==> src/rtl/pipes_scroller.sv <==
// pipes_scroller: per-frame update engine that sits upstream of pipes_list.
// On each frame_tick it sweeps the list once, moving every pipe left by SPEED,
// removing pipes that have left the screen and pulsing score_pulse when a pipe
// crosses BIRD_X. After the sweep it spawns a new pipe at the right edge every
// SPAWN_PERIOD frames, using an LFSR for the gap height.
//
// Ports:
//   clk, rst      clock, synchronous active-high reset
//   ce            clock enable; ce=0 freezes all state and registered outputs
//   frame_tick    one-cycle pulse that starts a frame update
//   busy          high while the engine is not idle
//   overrun       sticky: frame_tick arrived while busy (cleared by rst only)
//   score_pulse   one-cycle pulse per pipe passing BIRD_X
//   count         current pipes_list element count
//   insert_en     insert strobe to pipes_list (one cycle)
//   insert_data   pipe to insert
//   iter_start    starts a list sweep (one cycle)
//   iter_done     list sweep complete
//   iter_out      current element presented by the list
//   iter_in       updated element written back to the list
//   iter_remove   delete the current element

package pipes_pkg;
  typedef struct packed {
    logic signed [10:0] x;
    logic [9:0]         gap_y;
    logic [2:0]         kind;
  } pipe_t;
endpackage

module pipes_scroller
  import pipes_pkg::*;
#(
  parameter int SPEED        = 2,
  parameter int SCREEN_W     = 640,
  parameter int PIPE_W       = 64,
  parameter int BIRD_X       = 160,
  parameter int SPAWN_PERIOD = 90,
  parameter int GAP_MIN      = 100,
  parameter int MAX_PIPES    = 16
) (
  input  logic       clk,
  input  logic       rst,
  input  logic       ce,
  input  logic       frame_tick,
  output logic       busy,
  output logic       overrun,
  output logic       score_pulse,
  input  logic [4:0] count,
  output logic       insert_en,
  output pipe_t      insert_data,
  output logic       iter_start,
  input  logic       iter_done,
  input  pipe_t      iter_out,
  output pipe_t      iter_in,
  output logic       iter_remove
);

  localparam int CNT_W = $clog2(SPAWN_PERIOD + 1);
  localparam logic [CNT_W-1:0]   RELOAD     = CNT_W'(SPAWN_PERIOD - 1);
  localparam logic signed [10:0] SPEED_S    = 11'(SPEED);
  localparam logic signed [10:0] REMOVE_LIM = 11'(-PIPE_W);
  localparam logic signed [10:0] BIRD_S     = 11'(BIRD_X);
  localparam logic signed [10:0] SPAWN_X    = 11'(SCREEN_W);
  localparam logic [9:0]         GAP_BASE   = 10'(GAP_MIN);
  localparam logic [5:0]         MAX_CNT    = 6'(MAX_PIPES);

  typedef enum logic [1:0] {IDLE, START, ITER, SPAWN} state_t;

  state_t           state_q, state_d;
  logic             busy_q, busy_d;
  logic             overrun_q, overrun_d;
  logic             score_q, score_d;
  logic             insert_en_q, insert_en_d;
  pipe_t            insert_data_q, insert_data_d;
  logic             iter_start_q, iter_start_d;
  logic [CNT_W-1:0] spawn_cnt_q, spawn_cnt_d;
  logic [15:0]      lfsr_q, lfsr_d;

  logic signed [10:0] x_cur;
  logic signed [10:0] new_x;
  logic               sweeping;

  // Write-back path is combinational so the list can update the element in the
  // same cycle it presents it; it is forced to zero outside an active sweep.
  always_comb begin
    x_cur       = iter_out.x;
    new_x       = x_cur - SPEED_S;
    sweeping    = (state_q == ITER) && !iter_done;
    iter_in     = '0;
    iter_remove = 1'b0;
    if (sweeping) begin
      iter_in     = iter_out;
      iter_in.x   = new_x;
      iter_remove = (new_x < REMOVE_LIM);
    end
  end

  always_comb begin
    // Galois LFSR, shift right, taps 16'hB400; free-running while ce=1.
    lfsr_d        = {1'b0, lfsr_q[15:1]} ^ (lfsr_q[0] ? 16'hB400 : 16'h0000);
    state_d       = state_q;
    busy_d        = busy_q;
    iter_start_d  = 1'b0;
    insert_en_d   = 1'b0;
    insert_data_d = insert_data_q;
    spawn_cnt_d   = spawn_cnt_q;
    // Crossing test uses the unmodified x so a pipe scores exactly once.
    score_d       = sweeping && (x_cur >= BIRD_S) && (new_x < BIRD_S);
    // A tick outside IDLE is dropped, only flagged.
    overrun_d     = overrun_q | (frame_tick && (state_q != IDLE));

    case (state_q)
      IDLE: begin
        if (frame_tick) begin
          state_d      = START;
          busy_d       = 1'b1;
          iter_start_d = 1'b1;
        end
      end
      START: state_d = ITER;
      ITER: begin
        if (iter_done) state_d = SPAWN;
      end
      SPAWN: begin
        state_d = IDLE;
        busy_d  = 1'b0;
        if (spawn_cnt_q == '0) begin
          // The counter reloads even when the list is full, so a blocked
          // spawn is skipped rather than retried next frame.
          spawn_cnt_d = RELOAD;
          if ({1'b0, count} < MAX_CNT) begin
            insert_en_d         = 1'b1;
            insert_data_d       = '0;
            insert_data_d.x     = SPAWN_X;
            insert_data_d.gap_y = GAP_BASE + 10'(lfsr_q[6:0]);
          end
        end else begin
          spawn_cnt_d = spawn_cnt_q - 1'b1;
        end
      end
      default: state_d = IDLE;
    endcase
  end

  always_ff @(posedge clk) begin
    if (rst) begin
      state_q       <= IDLE;
      busy_q        <= 1'b0;
      overrun_q     <= 1'b0;
      score_q       <= 1'b0;
      insert_en_q   <= 1'b0;
      insert_data_q <= '0;
      iter_start_q  <= 1'b0;
      spawn_cnt_q   <= '0;
      lfsr_q        <= 16'hACE1;
    end else if (ce) begin
      state_q       <= state_d;
      busy_q        <= busy_d;
      overrun_q     <= overrun_d;
      score_q       <= score_d;
      insert_en_q   <= insert_en_d;
      insert_data_q <= insert_data_d;
      iter_start_q  <= iter_start_d;
      spawn_cnt_q   <= spawn_cnt_d;
      lfsr_q        <= lfsr_d;
    end
  end

  assign busy        = busy_q;
  assign overrun     = overrun_q;
  assign score_pulse = score_q;
  assign insert_en   = insert_en_q;
  assign insert_data = insert_data_q;
  assign iter_start  = iter_start_q;

endmodule
==> config.mk <==
export PLATFORM = sky130hd
export DESIGN_NAME = pipes_scroller
export DESIGN_NICKNAME = d
export VERILOG_FILES = /design/src/rtl/pipes_scroller.sv
export SDC_FILE = /design/constraint.sdc
export NUM_CORES = 1
export LEC_CHECK = 0
export BUFFER_PORTS_ARGS = -buffer_cell sky130_fd_sc_hd__buf_2
export CORE_ASPECT_RATIO = 0.9
export CORE_MARGIN = 1.5
export CORE_UTILIZATION = 48
export CTS_CLUSTER_DIAMETER = 80
export DETAILED_ROUTE_END_ITERATION = 16
export PLACE_DENSITY = 0.91
export SLEW_MARGIN = 20
export SYNTH_ARGS = -nofsm -noshare
export SYNTH_HDL_FRONTEND = slang
export SYNTH_SLANG_ARGS = --single-unit
==> constraint.sdc <==
create_clock -name clk -period 2.35 [get_ports clk]
set_input_delay 0.3525 -clock clk [delete_from_list [all_inputs] [get_ports clk]]
set_output_delay 0.3525 -clock clk [all_outputs]
set_load 0.02 [all_outputs]
* Word level (Yosys, flattened, before mapping)
Index checks and enable logic that the tools add are counted.
** Word-level totals
- Word-level logic and storage cells :: 51
- Output and inout port bits :: 54
- Register bits :: 41
- Input bits :: 34
** Operators by class
- Bitwise operators :: 2
- Eq/ne operators :: 5
- Muxes and demuxes :: 14
- $lt $le $gt $ge :: 4
- Reductions and logical operators :: 13
- Add/sub/neg operators :: 3
** Operators by type and width (count)
- $mux W24 :: 1
- $mux W16 :: 1
- $xor A15 B16 Y16 :: 1
- $ge A11 B9 Y1 const B :: 1
- $lt A11 B7 Y1 const B :: 1
- $lt A11 B9 Y1 const B :: 1
- $sub A11 B3 Y11 const B :: 1
- $add A7 B7 Y8 const A :: 1
- $pmux W2 S4 :: 1
- $logic_not A7 Y1 :: 1
- $mux W1 :: 7
- $mux W7 :: 1
- $sub A7 B1 Y7 const B :: 1
- $reduce_and A3 Y1 :: 2
- $lt A5 B5 Y1 const B :: 1
- $eq A2 B2 Y1 const B :: 2
- $logic_and A1 B1 Y1 :: 4
- $mux W2 :: 2
- $ne A2 B2 Y1 const B :: 2
- $reduce_and A4 Y1 :: 1
- $reduce_bool A2 Y1 :: 2
- $eq A2 B1 Y1 const B :: 1
- $logic_not A2 Y1 :: 1
- $pmux W1 S2 :: 1
- other kinds (3) :: 3

* Logic depth before layout (Yosys ltp)
- Word-level depth :: 4
- Gate-level depth with buffers :: 8
- Depth with buffers taken out :: 7

* Worst setup path after synthesis
OpenSTA, ideal clock, no wires.
- Path type :: input -> output
- From :: in iter_out[15] in the netlist's numbering
- To :: out iter_remove
- Setup slack :: 0.179 ns
- Buffers on the path :: 1
- Stages :: 6
- Data arrival time :: 1.818 ns
- Cells stage by stage :: or3_1 buf_2 o31ai_1 o21ai_0 mux2_2 a211oi_2
** Between the ends
- Longest elaborated chain between the ends :: 3
** Ends and longest elaborated chain
- start: declaration :: line 54 : input pipe_t iter_out,
- $sub A11 B3 Y11 :: line 88 : new_x = x_cur - SPEED_S;
- $lt A11 B7 Y1 :: line 95 : iter_remove = (new_x < REMOVE_LIM);
- $mux W1 :: line 92 : if (sweeping) begin
- end: declaration :: line 56 : output logic iter_remove
No other way between the ends.

* Worst setup path after layout
- From :: in iter_out[20] in the netlist's numbering
- To :: out iter_remove
Same word-level chain as after synthesis.

==> metrics.cfg <==
[clock_tree]
cts_hold_buf = 0
cts_resized = 0
cts.sinks = 39
cts_tree = done
htree_levels = 2
cts_max_path_buffers = 2
clock-root-buffer = clkbuf_8
clock_latency_ns = 0.29
numCtsBuffers = 5
cts_setup_buffers = 0
clk_pin_slew_ns = 0.07

[drt]
first_pass_iters = 4
postRouteAntennaNets = 0
drtIter0Drc = 100
totalWireLength_um = 4507
vias = 1919
drcViolationCount = 0
wl_per_cell_um = 11.59
vias_per_cell = 4.933

[timing]
fin_crit_sh = 0.9611
hold_viol_final = 0
max-slew-margin-rel = 0.6126
setup_ws_ns = 0.09149
fin_crit_ns = 2.259
slew_violations = 0
fmax_mhz = 442.8
fin_worst_skew_ns = 0.001632
setup_viol = 0
worst_pin_slew_ns = 0.5811

[power]
clkPwrFrac = 0.346
p_sw_frac = 0.2618
irDropWorstVdd_mv = 0.3197
power_frac_comb = 0.150
power.density_nw_per_um2 = 539.6
internal-power_mw = 1.038
p_leak_nw = 1.227
power_mw = 1.406
p_sw_mw = 0.3682
seqPwrFrac = 0.504

[synthesis]
async_flop_share = 0
netlist_area_um2 = 2170
synth_area_leaders = dfxtp_1 36%, mux2i_1 8.3%, nor2_1 7.3%
synthMuxAreaShare = 0.08824
synth-simple-area-share = 0.2261
ys_seq_elements = 39
synth-xor-area-share = 0.07266
synth-edff-count = 0
synth_cell_types = 42
synth_top_area_cell = dfxtp_1
synthAdderAreaFrac = 0.03460
netlist_instances = 261
syn_avg_cell_area_um2 = 8.313
ys_seq_area_frac = 0.3599
synth_compound_area_frac = 0.1107
synth_top_family_by_area = simple AND/OR/NAND/NOR gates
yosys_warnings = 0
yosys.area.top_type_share = 0.3599
ys.flop_type = dfxtp_1

[global_routing]
grt_pass1_vias = 1739
grt_usage = 0.1915
grt-ovfl-total = 0
grt_util_met3 = 0.05598
met1_usage = 0.2190
grt_max_degree = 35
grt_pass1_wl_um = 7355
antenna_found_initial = 0
busiest_layer = met2
use_met2 = 0.3356

[final_layout]
nets = 366
final_cell_mix = 69 x buf_2, 42 x nor2_1, 39 x dfxtp_1
area_growth_pct = 20.13
drive_gt1_frac = 0.2752
nFillCells = 393
antenna_cells = 0
fin_area_um2 = 2606
final_cells = 389
mostFrequentLayoutCell = buf_2

[critical_path]
cp.arrival_ns = 1.91
cp.required_ns = 2.00
rrSetupSlack_ns = 0.43
worstRegToRegCells = 8
crit_path_start_kind = input port
cp_max_fo = 4
r2r_end = insert_data[10]
criticalPathCategory = in -> out
rr_startpoint = spawn_cnt_q[0]
end_kind = primary output

[floorplanning]
start_util = 0.4928
die_x_um = 73.87
core.rowCount = 23
dieHeight_um = 66.78
die_area_um2 = 4933
core_um2 = 4403
io_pins = 88

[status]
outcome = complete, no violations

[hold_path]
hold_depth = 3
hold_end = overrun
hold_class = in -> reg
min_from = frame_tick

[place]
placed_area_um2 = 2501
place.gp.congestion = 0.8410
pre_cts_slack_ns = 0.06929
placed_cells = 381
portBuffers = 69
dp_hpwl_um = 3288

[flow_run]
drv_cap = 0

metrics by stage:
step / TNS, ns / utilization / hold slack [ns]
after floorplan: 0 / - / 0.4389
after global placement: 0 / 0.5681 / 0.4452
after detailed placement: 0 / 0.5681 / 0.4622
after CTS: 0 / 0.5908 / 0.3361
after global routing: -0.009657 / 0.5919 / 0.3609
final: 0 / 0.5919 / 0.3554
routing by layer:
layer	share of wire	wire length, um
met1	0.42	1907
met2	0.51	2299
met3	0.056	254
met4	0.010	46
met5	0	0
cells by family (layout without fill, tap and decap cells):
family,count (synthesis),after routing
adder cells (fa/ha/maj),6,6
other,1,14
buffers and inverters,42,95
AND/OR/NAND/NOR,99,99
flip-flops,39,39
XOR/XNOR,18,18
multiplexers,19,19
AO/OA/AOI/OAI,37,37
worst max-delay path by stage:
stage,startpoint,to,slack [ns],depth (start not counted)
finish,iter_out[20],iter_remove,0.09,7
global route,iter_out[15],iter_remove,-0.01,7
CTS,iter_out[15],iter_remove,0.06,7
detailed placement,iter_out[15],iter_remove,0.07,7
global placement,iter_out[20],iter_remove,0.11,6
floorplan,iter_out[15],iter_remove,0.18,6
cells in the mapped netlist (8+ instances only):
| cell | number |
|---|---|
| buf_4 | 16 |
| a21oi_1 | 12 |
| xnor2_1 | 10 |
| xor2_1 | 8 |
| and2_1 | 14 |
| dfxtp_1 | 39 |
| inv_1 | 12 |
| mux2i_1 | 18 |
| nand2_1 | 12 |
| clkbuf_1 | 8 |
| nor2_1 | 42 |
power by group through the flow:
| stage | combinational, mW | sequential (mW) | clock, mW |
|---|---|---|---|
| global route | 0.236 | 0.712 | 0.535 |
| CTS | 0.210 | 0.709 | 0.506 |
| global placement | 0.201 | 0.722 | 0 |
| floorplan | 0.165 | 0.722 | 0 |
| finish | 0.211 | 0.709 | 0.487 |
| detailed placement | 0.209 | 0.724 | 0 |
layout make-up:
class / instances / area, um^2 / share of cell area
multi-input cells: 193 / 1212 / 0.4652
flip-flops and latches: 39 / 780.7 / 0.2996
repair buffers: 75 / 390.4 / 0.1498
clock buffers: 8 / 100.1 / 0.03841
well taps: 62 / 77.57 / 0.02976
inverters: 12 / 45.04 / 0.01728
sequential cells by signal (all words and copies together) (netlist names):
register     count
lfsr_q          16
insert_data      9
spawn_cnt_q      7
state_q          2
busy             1
insert_en        1
iter_start       1
overrun          1
score_pulse      1
critical path: stages:
cell	delay (ns)
buf_2	0.13
or4_4	0.56
or2_4	0.30
nand3_1	0.09
o31ai_1	0.07
a211oi_2	0.22
buf_2	0.19
No activity file was read; power rests on OpenSTA's default activity.
